**config.mk**
```make
export PLATFORM = sky130hd
export DESIGN_NAME = dmem_arbiter_flat
export DESIGN_NICKNAME = d
export VERILOG_FILES = /design/src/rtl/dmem_arbiter_pkg.sv /design/src/rtl/dmem_arbiter_if.sv /design/src/rtl/dmem_arbiter_arb_rr2.sv /design/src/rtl/dmem_arbiter.sv /design/src/flat_wrapper.sv
export SDC_FILE = /design/constraint.sdc
export NUM_CORES = 1
export LEC_CHECK = 0
export ABC_AREA = 1
export CAP_MARGIN = 40
export CORE_AREA = 4 4 93 95
export DETAILED_ROUTE_END_ITERATION = 6
export DIE_AREA = 0 0 97 99
export DONT_BUFFER_PORTS = 1
export PLACE_DENSITY = 0.41
export SETUP_SLACK_MARGIN = 0.2
export SYNTH_ARGS = -nofsm -noshare
export SYNTH_HDL_FRONTEND = slang
export SYNTH_SLANG_ARGS = --single-unit
export TNS_END_PERCENT = 30
```
**constraint.sdc**
```tcl
create_clock -name clk -period 1.36 [get_ports clk]
set_input_delay 0.068 -clock clk [delete_from_list [all_inputs] [get_ports clk]]
set_output_delay 0.068 -clock clk [all_outputs]
set_load 0.02 [all_outputs]
```
**src/rtl/dmem_arbiter_pkg.sv**
```systemverilog
// Data-memory sharing types: word widths, arbiter FSM states, requester ids.
// No logic; imported by every dmem_arbiter file.
package dmem_arbiter_pkg;

   localparam int DM_AW = 24;
   localparam int DM_DW = 24;

   typedef enum logic {ARB = 1'b0, LOCK = 1'b1} fsm_t;
   typedef enum logic {CPU = 1'b0, HOST = 1'b1} port_t;

endpackage

```
**src/rtl/dmem_arbiter_if.sv**
```systemverilog
// CPU, host and memory-side signals of the shared data-memory port.
// slave = arbiter side, master = requesters plus memory model.
interface dmem_arbiter_if
   import dmem_arbiter_pkg::*;
#(
   parameter int AW = DM_AW,
   parameter int DW = DM_DW
);
   logic          cpu_req;
   logic          cpu_we;
   logic [AW-1:0] cpu_addr;
   logic [DW-1:0] cpu_wdata;
   logic          cpu_gnt;
   logic [DW-1:0] cpu_rdata;
   logic          cpu_stall;

   logic          host_req;
   logic          host_we;
   logic [AW-1:0] host_addr;
   logic [DW-1:0] host_wdata;
   logic          host_lock;
   logic          host_gnt;
   logic [DW-1:0] host_rdata;

   logic          mem_we;
   logic [AW-1:0] mem_addr;
   logic [DW-1:0] mem_din;
   logic [DW-1:0] mem_dout;

   modport slave (
      input  cpu_req, cpu_we, cpu_addr, cpu_wdata,
      input  host_req, host_we, host_addr, host_wdata, host_lock,
      input  mem_dout,
      output cpu_gnt, cpu_rdata, cpu_stall,
      output host_gnt, host_rdata,
      output mem_we, mem_addr, mem_din
   );

   modport master (
      output cpu_req, cpu_we, cpu_addr, cpu_wdata,
      output host_req, host_we, host_addr, host_wdata, host_lock,
      output mem_dout,
      input  cpu_gnt, cpu_rdata, cpu_stall,
      input  host_gnt, host_rdata,
      input  mem_we, mem_addr, mem_din
   );

endinterface

```
**src/rtl/dmem_arbiter_arb_rr2.sv**
```systemverilog
// Two-way round-robin grant, combinational from requests and last winner.
// Latency 0; a losing requester simply sees no grant and holds its request.
module arb_rr2
   import dmem_arbiter_pkg::*;
(
   input  logic clk,
   input  logic rst_n,
   input  logic cpu_req,
   input  logic host_req,
   output logic cpu_gnt,
   output logic host_gnt
);

   port_t last_gnt;

   always_comb begin
      cpu_gnt  = 1'b0;
      host_gnt = 1'b0;
      if (cpu_req && host_req) begin
         cpu_gnt  = (last_gnt == HOST);
         host_gnt = (last_gnt == CPU);
      end else begin
         cpu_gnt  = cpu_req;
         host_gnt = host_req;
      end
   end

   // Reset to HOST so the CPU wins the first conflict.
   always_ff @(posedge clk or negedge rst_n) begin
      if (!rst_n)
         last_gnt <= HOST;
      else if (cpu_gnt)
         last_gnt <= CPU;
      else if (host_gnt)
         last_gnt <= HOST;
   end

endmodule

```
**src/rtl/dmem_arbiter.sv**
```systemverilog
// Shares one data-memory port between CPU and host: round-robin plus bounded host lock.
// Latency 0 (combinational grant and read); losers are stalled, CPU stall freezes the PC.
module dmem_arbiter
   import dmem_arbiter_pkg::*;
#(
   parameter int AW        = DM_AW,
   parameter int DW        = DM_DW,
   parameter int MAX_BURST = 8,
   parameter int SCW       = 16
)(
   input  logic           clk,
   input  logic           rst_n,
   dmem_arbiter_if.slave  bus,
   output logic [SCW-1:0] stall_cnt
);

   localparam int             BCW       = $clog2(MAX_BURST + 1);
   localparam logic [BCW-1:0] LAST_BEAT = BCW'(MAX_BURST - 1);
   localparam bit             LOCK_EN   = (MAX_BURST > 1);

   fsm_t           fsm, fsm_nx;
   logic [BCW-1:0] burst_cnt, burst_nx;
   logic           cpu_req_m, host_req_m;
   logic           cpu_gnt, host_gnt, cpu_stall;
   logic [AW-1:0]  addr_sel;
   logic [DW-1:0]  din_sel;

   // Requests are masked during reset so no grant or write can leak out.
   assign cpu_req_m  = bus.cpu_req & rst_n & (fsm == ARB);
   assign host_req_m = bus.host_req & rst_n;

   arb_rr2 u_rr (
      .clk      (clk),
      .rst_n    (rst_n),
      .cpu_req  (cpu_req_m),
      .host_req (host_req_m),
      .cpu_gnt  (cpu_gnt),
      .host_gnt (host_gnt)
   );

   always_comb begin
      fsm_nx   = fsm;
      burst_nx = burst_cnt;
      case (fsm)
         ARB: begin
            if (LOCK_EN && host_gnt && bus.host_lock) begin
               fsm_nx   = LOCK;
               burst_nx = BCW'(1);
            end
         end
         LOCK: begin
            if (!host_gnt || !bus.host_lock || burst_cnt == LAST_BEAT) begin
               fsm_nx   = ARB;
               burst_nx = '0;
            end else begin
               burst_nx = burst_cnt + BCW'(1);
            end
         end
         default: begin
            fsm_nx   = ARB;
            burst_nx = '0;
         end
      endcase
   end

   always_ff @(posedge clk or negedge rst_n) begin
      if (!rst_n) begin
         fsm       <= ARB;
         burst_cnt <= '0;
      end else begin
         fsm       <= fsm_nx;
         burst_cnt <= burst_nx;
      end
   end

   assign addr_sel = host_gnt ? bus.host_addr  : bus.cpu_addr;
   assign din_sel  = host_gnt ? bus.host_wdata : bus.cpu_wdata;

   assign bus.mem_addr   = addr_sel;
   assign bus.mem_din    = din_sel;
   assign bus.mem_we     = (cpu_gnt & bus.cpu_we) | (host_gnt & bus.host_we);
   assign bus.cpu_gnt    = cpu_gnt;
   assign bus.host_gnt   = host_gnt;
   assign bus.cpu_rdata  = bus.mem_dout;
   assign bus.host_rdata = bus.mem_dout;

   assign cpu_stall     = bus.cpu_req & rst_n & ~cpu_gnt;
   assign bus.cpu_stall = cpu_stall;

   always_ff @(posedge clk or negedge rst_n) begin
      if (!rst_n)
         stall_cnt <= '0;
      else if (cpu_stall && stall_cnt != '1)
         stall_cnt <= stall_cnt + SCW'(1);
   end

endmodule

```
**src/flat_wrapper.sv**
```systemverilog
// flat-port wrapper written by rule: the top's interface ports become plain ports
module dmem_arbiter_flat import dmem_arbiter_pkg::*;
#(
   parameter int AW        = DM_AW,
   parameter int DW        = DM_DW,
   parameter int MAX_BURST = 8,
   parameter int SCW       = 16
)
  (clk, rst_n, stall_cnt, bus_cpu_req, bus_cpu_we, bus_cpu_addr, bus_cpu_wdata, bus_host_req, bus_host_we, bus_host_addr, bus_host_wdata, bus_host_lock, bus_mem_dout, bus_cpu_gnt, bus_cpu_rdata, bus_cpu_stall, bus_host_gnt, bus_host_rdata, bus_mem_we, bus_mem_addr, bus_mem_din);
  dmem_arbiter_if #(.AW(AW), .DW(DW)) bus_i ();
  input  logic clk;
  input  logic rst_n;
  output logic [SCW-1:0] stall_cnt;
  input wire logic [$bits(bus_i.cpu_req)-1:0] bus_cpu_req;
  input wire logic [$bits(bus_i.cpu_we)-1:0] bus_cpu_we;
  input wire logic [$bits(bus_i.cpu_addr)-1:0] bus_cpu_addr;
  input wire logic [$bits(bus_i.cpu_wdata)-1:0] bus_cpu_wdata;
  input wire logic [$bits(bus_i.host_req)-1:0] bus_host_req;
  input wire logic [$bits(bus_i.host_we)-1:0] bus_host_we;
  input wire logic [$bits(bus_i.host_addr)-1:0] bus_host_addr;
  input wire logic [$bits(bus_i.host_wdata)-1:0] bus_host_wdata;
  input wire logic [$bits(bus_i.host_lock)-1:0] bus_host_lock;
  input wire logic [$bits(bus_i.mem_dout)-1:0] bus_mem_dout;
  output wire logic [$bits(bus_i.cpu_gnt)-1:0] bus_cpu_gnt;
  output wire logic [$bits(bus_i.cpu_rdata)-1:0] bus_cpu_rdata;
  output wire logic [$bits(bus_i.cpu_stall)-1:0] bus_cpu_stall;
  output wire logic [$bits(bus_i.host_gnt)-1:0] bus_host_gnt;
  output wire logic [$bits(bus_i.host_rdata)-1:0] bus_host_rdata;
  output wire logic [$bits(bus_i.mem_we)-1:0] bus_mem_we;
  output wire logic [$bits(bus_i.mem_addr)-1:0] bus_mem_addr;
  output wire logic [$bits(bus_i.mem_din)-1:0] bus_mem_din;
  assign bus_i.cpu_req = bus_cpu_req;
  assign bus_i.cpu_we = bus_cpu_we;
  assign bus_i.cpu_addr = bus_cpu_addr;
  assign bus_i.cpu_wdata = bus_cpu_wdata;
  assign bus_i.host_req = bus_host_req;
  assign bus_i.host_we = bus_host_we;
  assign bus_i.host_addr = bus_host_addr;
  assign bus_i.host_wdata = bus_host_wdata;
  assign bus_i.host_lock = bus_host_lock;
  assign bus_i.mem_dout = bus_mem_dout;
  assign bus_cpu_gnt = bus_i.cpu_gnt;
  assign bus_cpu_rdata = bus_i.cpu_rdata;
  assign bus_cpu_stall = bus_i.cpu_stall;
  assign bus_host_gnt = bus_i.host_gnt;
  assign bus_host_rdata = bus_i.host_rdata;
  assign bus_mem_we = bus_i.mem_we;
  assign bus_mem_addr = bus_i.mem_addr;
  assign bus_mem_din = bus_i.mem_din;
  dmem_arbiter #(.AW(AW), .DW(DW), .MAX_BURST(MAX_BURST), .SCW(SCW)) u_core (.clk(clk), .rst_n(rst_n), .bus(bus_i), .stall_cnt(stall_cnt));
endmodule
```
**Word-level counts from Yosys, hierarchy flattened**

Index checks and enable logic that the tools add are counted.

- Bits in registers: 22
- Input bits: 127
- Word-level logic and storage cells: 39

- Add/subtract/negate cells: 2
- Equality and inequality tests: 3
- Multiplexer cells: 12
- Bitwise logic cells: 10
- Reduce and logical (&&, ||, !) cells: 8

Operator list:

| operator | number |
|---|---|
| 24-bit 2-to-1 mux | 2 |
| 16-bit by 1-bit adder with 16-bit output (second input constant) | 1 |
| 16-bit inequality test (second input constant) | 1 |
| 4-bit 2-to-1 mux | 2 |
| 4-bit one-hot mux with 2 select lines | 1 |
| 1-bit bitwise AND | 6 |
| 1-bit 2-to-1 mux | 6 |
| 4-bit by 1-bit adder with 4-bit output (second input constant) | 1 |
| 4-bit by 3-bit equality test with 1-bit output (second input constant) | 1 |
| 1-bit logical AND | 3 |
| 1-bit NOT | 3 |
| 1-bit logical NOT | 2 |
| 1-bit logical OR | 2 |
| 2-bit inequality test (second input constant) | 1 |
| 1-bit one-hot mux with 2 select lines | 1 |
| 2-bit nonzero test | 1 |
| 1-bit bitwise OR | 1 |

**Depth between registers and ports, before layout**

- Depth after elaboration: 9
- Depth in mapped cells: 10

**Modules after synthesis**

From an unflattened synthesis, not the netlist that was laid out.

- Cells, all modules: 393
- Area, all modules: 2294.7 um^2

Modules (own cells, without submodules):

| module | instances | cells an instance | area an instance (um^2) | sequential area each (um^2) |
|---|---|---|---|---|
| dmem_arbiter | 1 | 382 | 2228.4 | 525.5 |
| arb_rr2 | 1 | 11 | 66.3 | 26.3 |

**Worst setup path before layout**

Ideal clock, no wire load.

- Path type: flip-flop to flip-flop
- From: reg u_core.stall_cnt[1]
- To: reg u_core.stall_cnt[8]
- Setup time: 0.118 ns
- Data arrival time: 1.438 ns
- Data required time: 1.242 ns
- Slack: -0.195 ns
- Stages on the path, launching flop included: 10
- Buffers on the path: 1
- Cells stage by stage: dfrtp_1 -> ha_1 -> inv_1 -> nor2_2 -> nand2_2 -> nor2_4 -> nor2_1 -> buf_6 -> nand2_1 -> nand2_1

- Word-level cells in the longest chain between the ends: 2
- Elaborated cells between the ends (all ways): 3

RTL lines:

| item | RTL line | text |
|---|---|---|
| start, declared | dmem_arbiter.sv:14 | `output logic [SCW-1:0] stall_cnt` |
| start signal, assigned | dmem_arbiter.sv:94 | `stall_cnt <= stall_cnt + SCW'(1);` |
| parallel branches: the longest is 2 deep, another holds 16-bit by 1-bit adder with 16-bit output | n/a |  |

Several ways; the timed one is not identified.
A chain may end at the register's enable or synchronous reset.

**Worst setup path after layout**

- From: reg u_core.u_rr.last_gnt
- To: out bus_mem_din[16]

- Word-level cells in the longest chain between the ends: 3

RTL lines:

| item | RTL line | text |
|---|---|---|
| start, declared | dmem_arbiter_arb_rr2.sv:14 | `port_t last_gnt;` |
| start signal, assigned | dmem_arbiter_arb_rr2.sv:31 | `last_gnt <= HOST;` |
| start signal, assigned | dmem_arbiter_arb_rr2.sv:33 | `last_gnt <= CPU;` |
| start signal, assigned | dmem_arbiter_arb_rr2.sv:35 | `last_gnt <= HOST;` |
| 1-bit NOT | dmem_arbiter_arb_rr2.sv:21 | `host_gnt = (last_gnt == CPU);` |
| 1-bit 2-to-1 mux | dmem_arbiter_arb_rr2.sv:19 | `if (cpu_req && host_req) begin` |
| 24-bit 2-to-1 mux | dmem_arbiter.sv:77 | `assign din_sel = host_gnt ? bus.host_wdata : bus.cpu_wdata;` |
| end, declared | flat_wrapper.sv:31 | `output wire logic [$bits(bus_i.mem_din)-1:0] bus_mem_din;` |

No other way between the ends.

==> results.json <==
{
  "outcome": "complete, but fails checks",
  "violations": "setup timing",
  "layout-area-overhead-vs-synth_pct": 28.5,
  "yosysTopAreaCell": "nand2_1",
  "antenna_cells": 0,
  "core_area_mm2": 0.00773,
  "ios": 243,
  "rrSetupSlack_ns": 0.04,
  "crit_type": "flip-flop to primary output",
  "leakage_uw": 0.00142,
  "ir_worst_vdd_mv": 0.774,
  "drtIter0Drc": 141,
  "clkSinkCount": 22,
  "portBuffers": 0,
  "viasPerCell": 4.72,
  "grt_max_degree": 39,
  "drc": 0,
  "cts_root_buf": "clkbuf_8",
  "final-setup-viol-count": 51,
  "avgSynthCellArea_um2": 5.85,
  "worstHoldEndpoint": "u_core.burst_cnt[2]",
  "hold_path.class": "primary input to flip-flop",
  "cp-end-kind": "primary output",
  "wl_um": 9370,
  "synth_area_leaders": "nand2_1 36%, dfrtp_1 23%, buf_4 17%, nor2_1 3.3%, o21ai_0 3.0%",
  "rr_startpoint": "u_core.stall_cnt[0]",
  "fill_cells": 850,
  "fin_ws_ns": -0.183,
  "grt_usage_pct": 17.2,
  "whs_ns": 0.0555,
  "fin_crit_sh_pct": 113,
  "syn_area_mm2": 0.00230,
  "nNetsFinal": 513,
  "crit_buf_inv": 2,
  "arrival_ns": 1.48,
  "critPathTopFamily": "flip-flops",
  "ant_nets": 0,
  "gp_congestion": 0.913,
  "max_slew.worst_pin.slew_ns": 0.222,
  "ys_ff_latch": 22,
  "r2r_cells": 9,
  "period_needed_ns": 1.54,
  "layout-drive-gt1-share_pct": 40.7,
  "clock_latency_ns": 0.27,
  "row_count": 32,
  "hold_viol_final": 0,
  "setup.worst_path.start_class": "flip-flop",
  "rsz0062_at_grt": "true",
  "die_x_um": 97,
  "vias": 2288,
  "synth.distinct_cells": 24,
  "synth_top_area_share_pct": 36.4,
  "slew_headroom_pct": 85.2,
  "r2r_end": "u_core.stall_cnt[10]",
  "max_stage_delay_ns": 0.57,
  "maxCapViolations": 0,
  "synth-seq-area-share_pct": 24.0,
  "cts_tree": "done",
  "place_ws_ns": 0.00151,
  "die_h_um": 99,
  "ys_warn_count": 0,
  "worstSetupStartpoint": "u_core.u_rr.last_gnt",
  "synth_nets": 522,
  "start_util_pct": 29.8,
  "fmax_ghz": 0.648,
  "hold_start": "bus_host_lock",
  "htree_levels": 1,
  "clock_skew_ns": 0.00197,
  "dpl.hpwl_um": 7400,
  "hold_depth": 4,
  "grt-ovfl-total": 0,
  "syn_inst": 393,
  "grt_pass1_wl_um": 13000,
  "cp.required_ns": 1.29,
  "path_cells": "nand2_4 -> nand2_8 -> inv_8 -> buf_12 -> nand2_1 -> nand2_2",
  "drt_first_pass_iters": 4,
  "grt_pass1_vias": 2100,
  "crit_slowest_cell": "dfstp_2",
  "cts_buffers": 3,
  "drv_slew": 0,
  "die-area_mm2": 0.00960,
  "cts.clk_slew.worst_paths_ns": 0.08,
  "grt_antenna_before_repair": 0,
  "power_density_mw_per_mm2": 849,
  "avgRoutedWirePerCell_um": 19.3,
  "crit_fanout": 28,
  "cts.path.max_buffers": 2
}
==> layout by cell type (no fill, tap or decap) <==
cell type	synthesis	layout
nor2_2	2	4
xnor2_1	8	8
clkbuf_16	0	3
inv_1	17	15
nand2_4	1	24
nand2_1	223	151
ha_4	0	1
a22o_4	0	1
dfrtp_1	21	9
buf_12	0	4
dfrtp_2	0	12
nor2_4	1	7
clkbuf_8	0	4
o21ai_0	14	6
ha_1	2	1
o21ai_1	0	6
nand4_1	3	3
dfstp_2	1	1
nor2_1	20	12
nand3_2	0	1
buf_6	1	7
inv_2	2	3
a21boi_0	1	1
nand3_1	10	9
a21oi_1	2	2
o21ai_2	0	2
nand2_8	0	2
buf_4	51	29
buf_8	1	1
nand2_2	2	49
inv_8	0	1
dlygate4sd3_1	0	2
nand3b_1	2	2
==> report_power, final <==
| group | internal (µW) | switching, µW | total (µW) |
|---|---|---|---|
| clock | 259 | 232 | 491 |
| combinational | 445 | 742 | 1190 |
| sequential | 743 | 89.1 | 832 |
| total | 1450 | 1060 | 2510 |
==> flip-flops by register name (all words and copies together) (netlist names) <==
name	cells
u_core.u_rr.last_gnt	1
u_core.burst_cnt	4
u_core.fsm	1
u_core.stall_cnt	16
==> worst register-to-register path: stages, from the launching register on <==
cell,delay (ns)
dfrtp_2,0.40
ha_4,0.16
inv_2,0.04
nor2_4,0.11
nand2_4,0.08
nor2_4,0.10
nor2_2,0.05
buf_12,0.14
o21ai_0,0.07
nand2_1,0.06
==> kinds of logic after synthesis <==
family / after synthesis / share of synthesized area [%]
AND/OR/NAND/NOR: 264 / 45.4
buffers and inverters: 79 / 22.3
flip-flops: 22 / 24.0
AO/OA/AOI/OAI: 18 / 4.19
XOR/XNOR: 8 / 3.05
adder cells (fa/ha/maj): 2 / 1.09
==> worst max-delay path by stage <==
stage / end / slack (ns) / depth (start not counted)
2_1_floorplan: u_core.stall_cnt[14] / 0.02 / 10
3_3_place_gp: bus_mem_addr[16] / 0.004 / 7
3_5_place_dp: bus_mem_addr[16] / 0.002 / 6
4_1_cts: bus_mem_addr[15] / -0.18 / 7
5_1_grt: bus_mem_din[16] / -0.24 / 7
6_report: bus_mem_din[16] / -0.18 / 6
==> layout make-up <==
type                    count  area (µm²)  share of cell area, %
repair buffers             46         487                   16.5
well taps                 102         128                   4.32
inverters                  19        78.8                   2.67
clock buffers               4        55.1                   1.86
flip-flops and latches     22         567                   19.2
multi-input cells         292        1640                   55.5
==> synth_stat cells <==
master	number
buf_8	1
o21ai_0	14
nand2_1	223
a21boi_0	1
buf_4	51
nor2_1	20
xnor2_1	8
buf_2	6
dfstp_2	1
inv_1	17
buf_6	1
ha_1	2
nand4_1	3
nor2_2	2
nand3b_1	2
nand2_2	2
a22o_1	1
nand2_4	1
clkbuf_1	1
dfrtp_1	21
inv_2	2
a21oi_1	2
nor2_4	1
nand3_1	10
==> layer usage <==
metal	GRT usage, %	up-vias	part of all wire (%)
met3	10.4	13	13
met4	2.27	0	0.61
met2	28.0	116	49
li1	-	1125	-
met5	0	-	0
met1	20.1	1034	37
==> through the flow <==
stage | power, µW | util (%) | TNS [ns] | cells | instance area [µm²]
floorplan | 1710 | - | 0 | 393 | 2390
global placement | 1810 | 30.9 | 0 | 472 | 2390
detailed placement | 1820 | 30.9 | 0 | 472 | 2390
CTS | 2430 | 34.8 | -6.84 | 480 | 2690
global route | 2670 | 38.3 | -10.97 | 485 | 2960
finish | 2510 | 38.3 | -7.50 | 485 | 2960
==> timing repair <==
action                                  in CTS  in global routing
endpoints found under the setup margin      73                 73
setup buffers                                1                  2
cloned                                       0                  3
endpoints found under the hold margin       23                  0
pin swaps                                   31                 27
hold buffers                                 3                  0
resized for setup                           73                 46
Note: power is estimated with default switching activity, not from simulation.
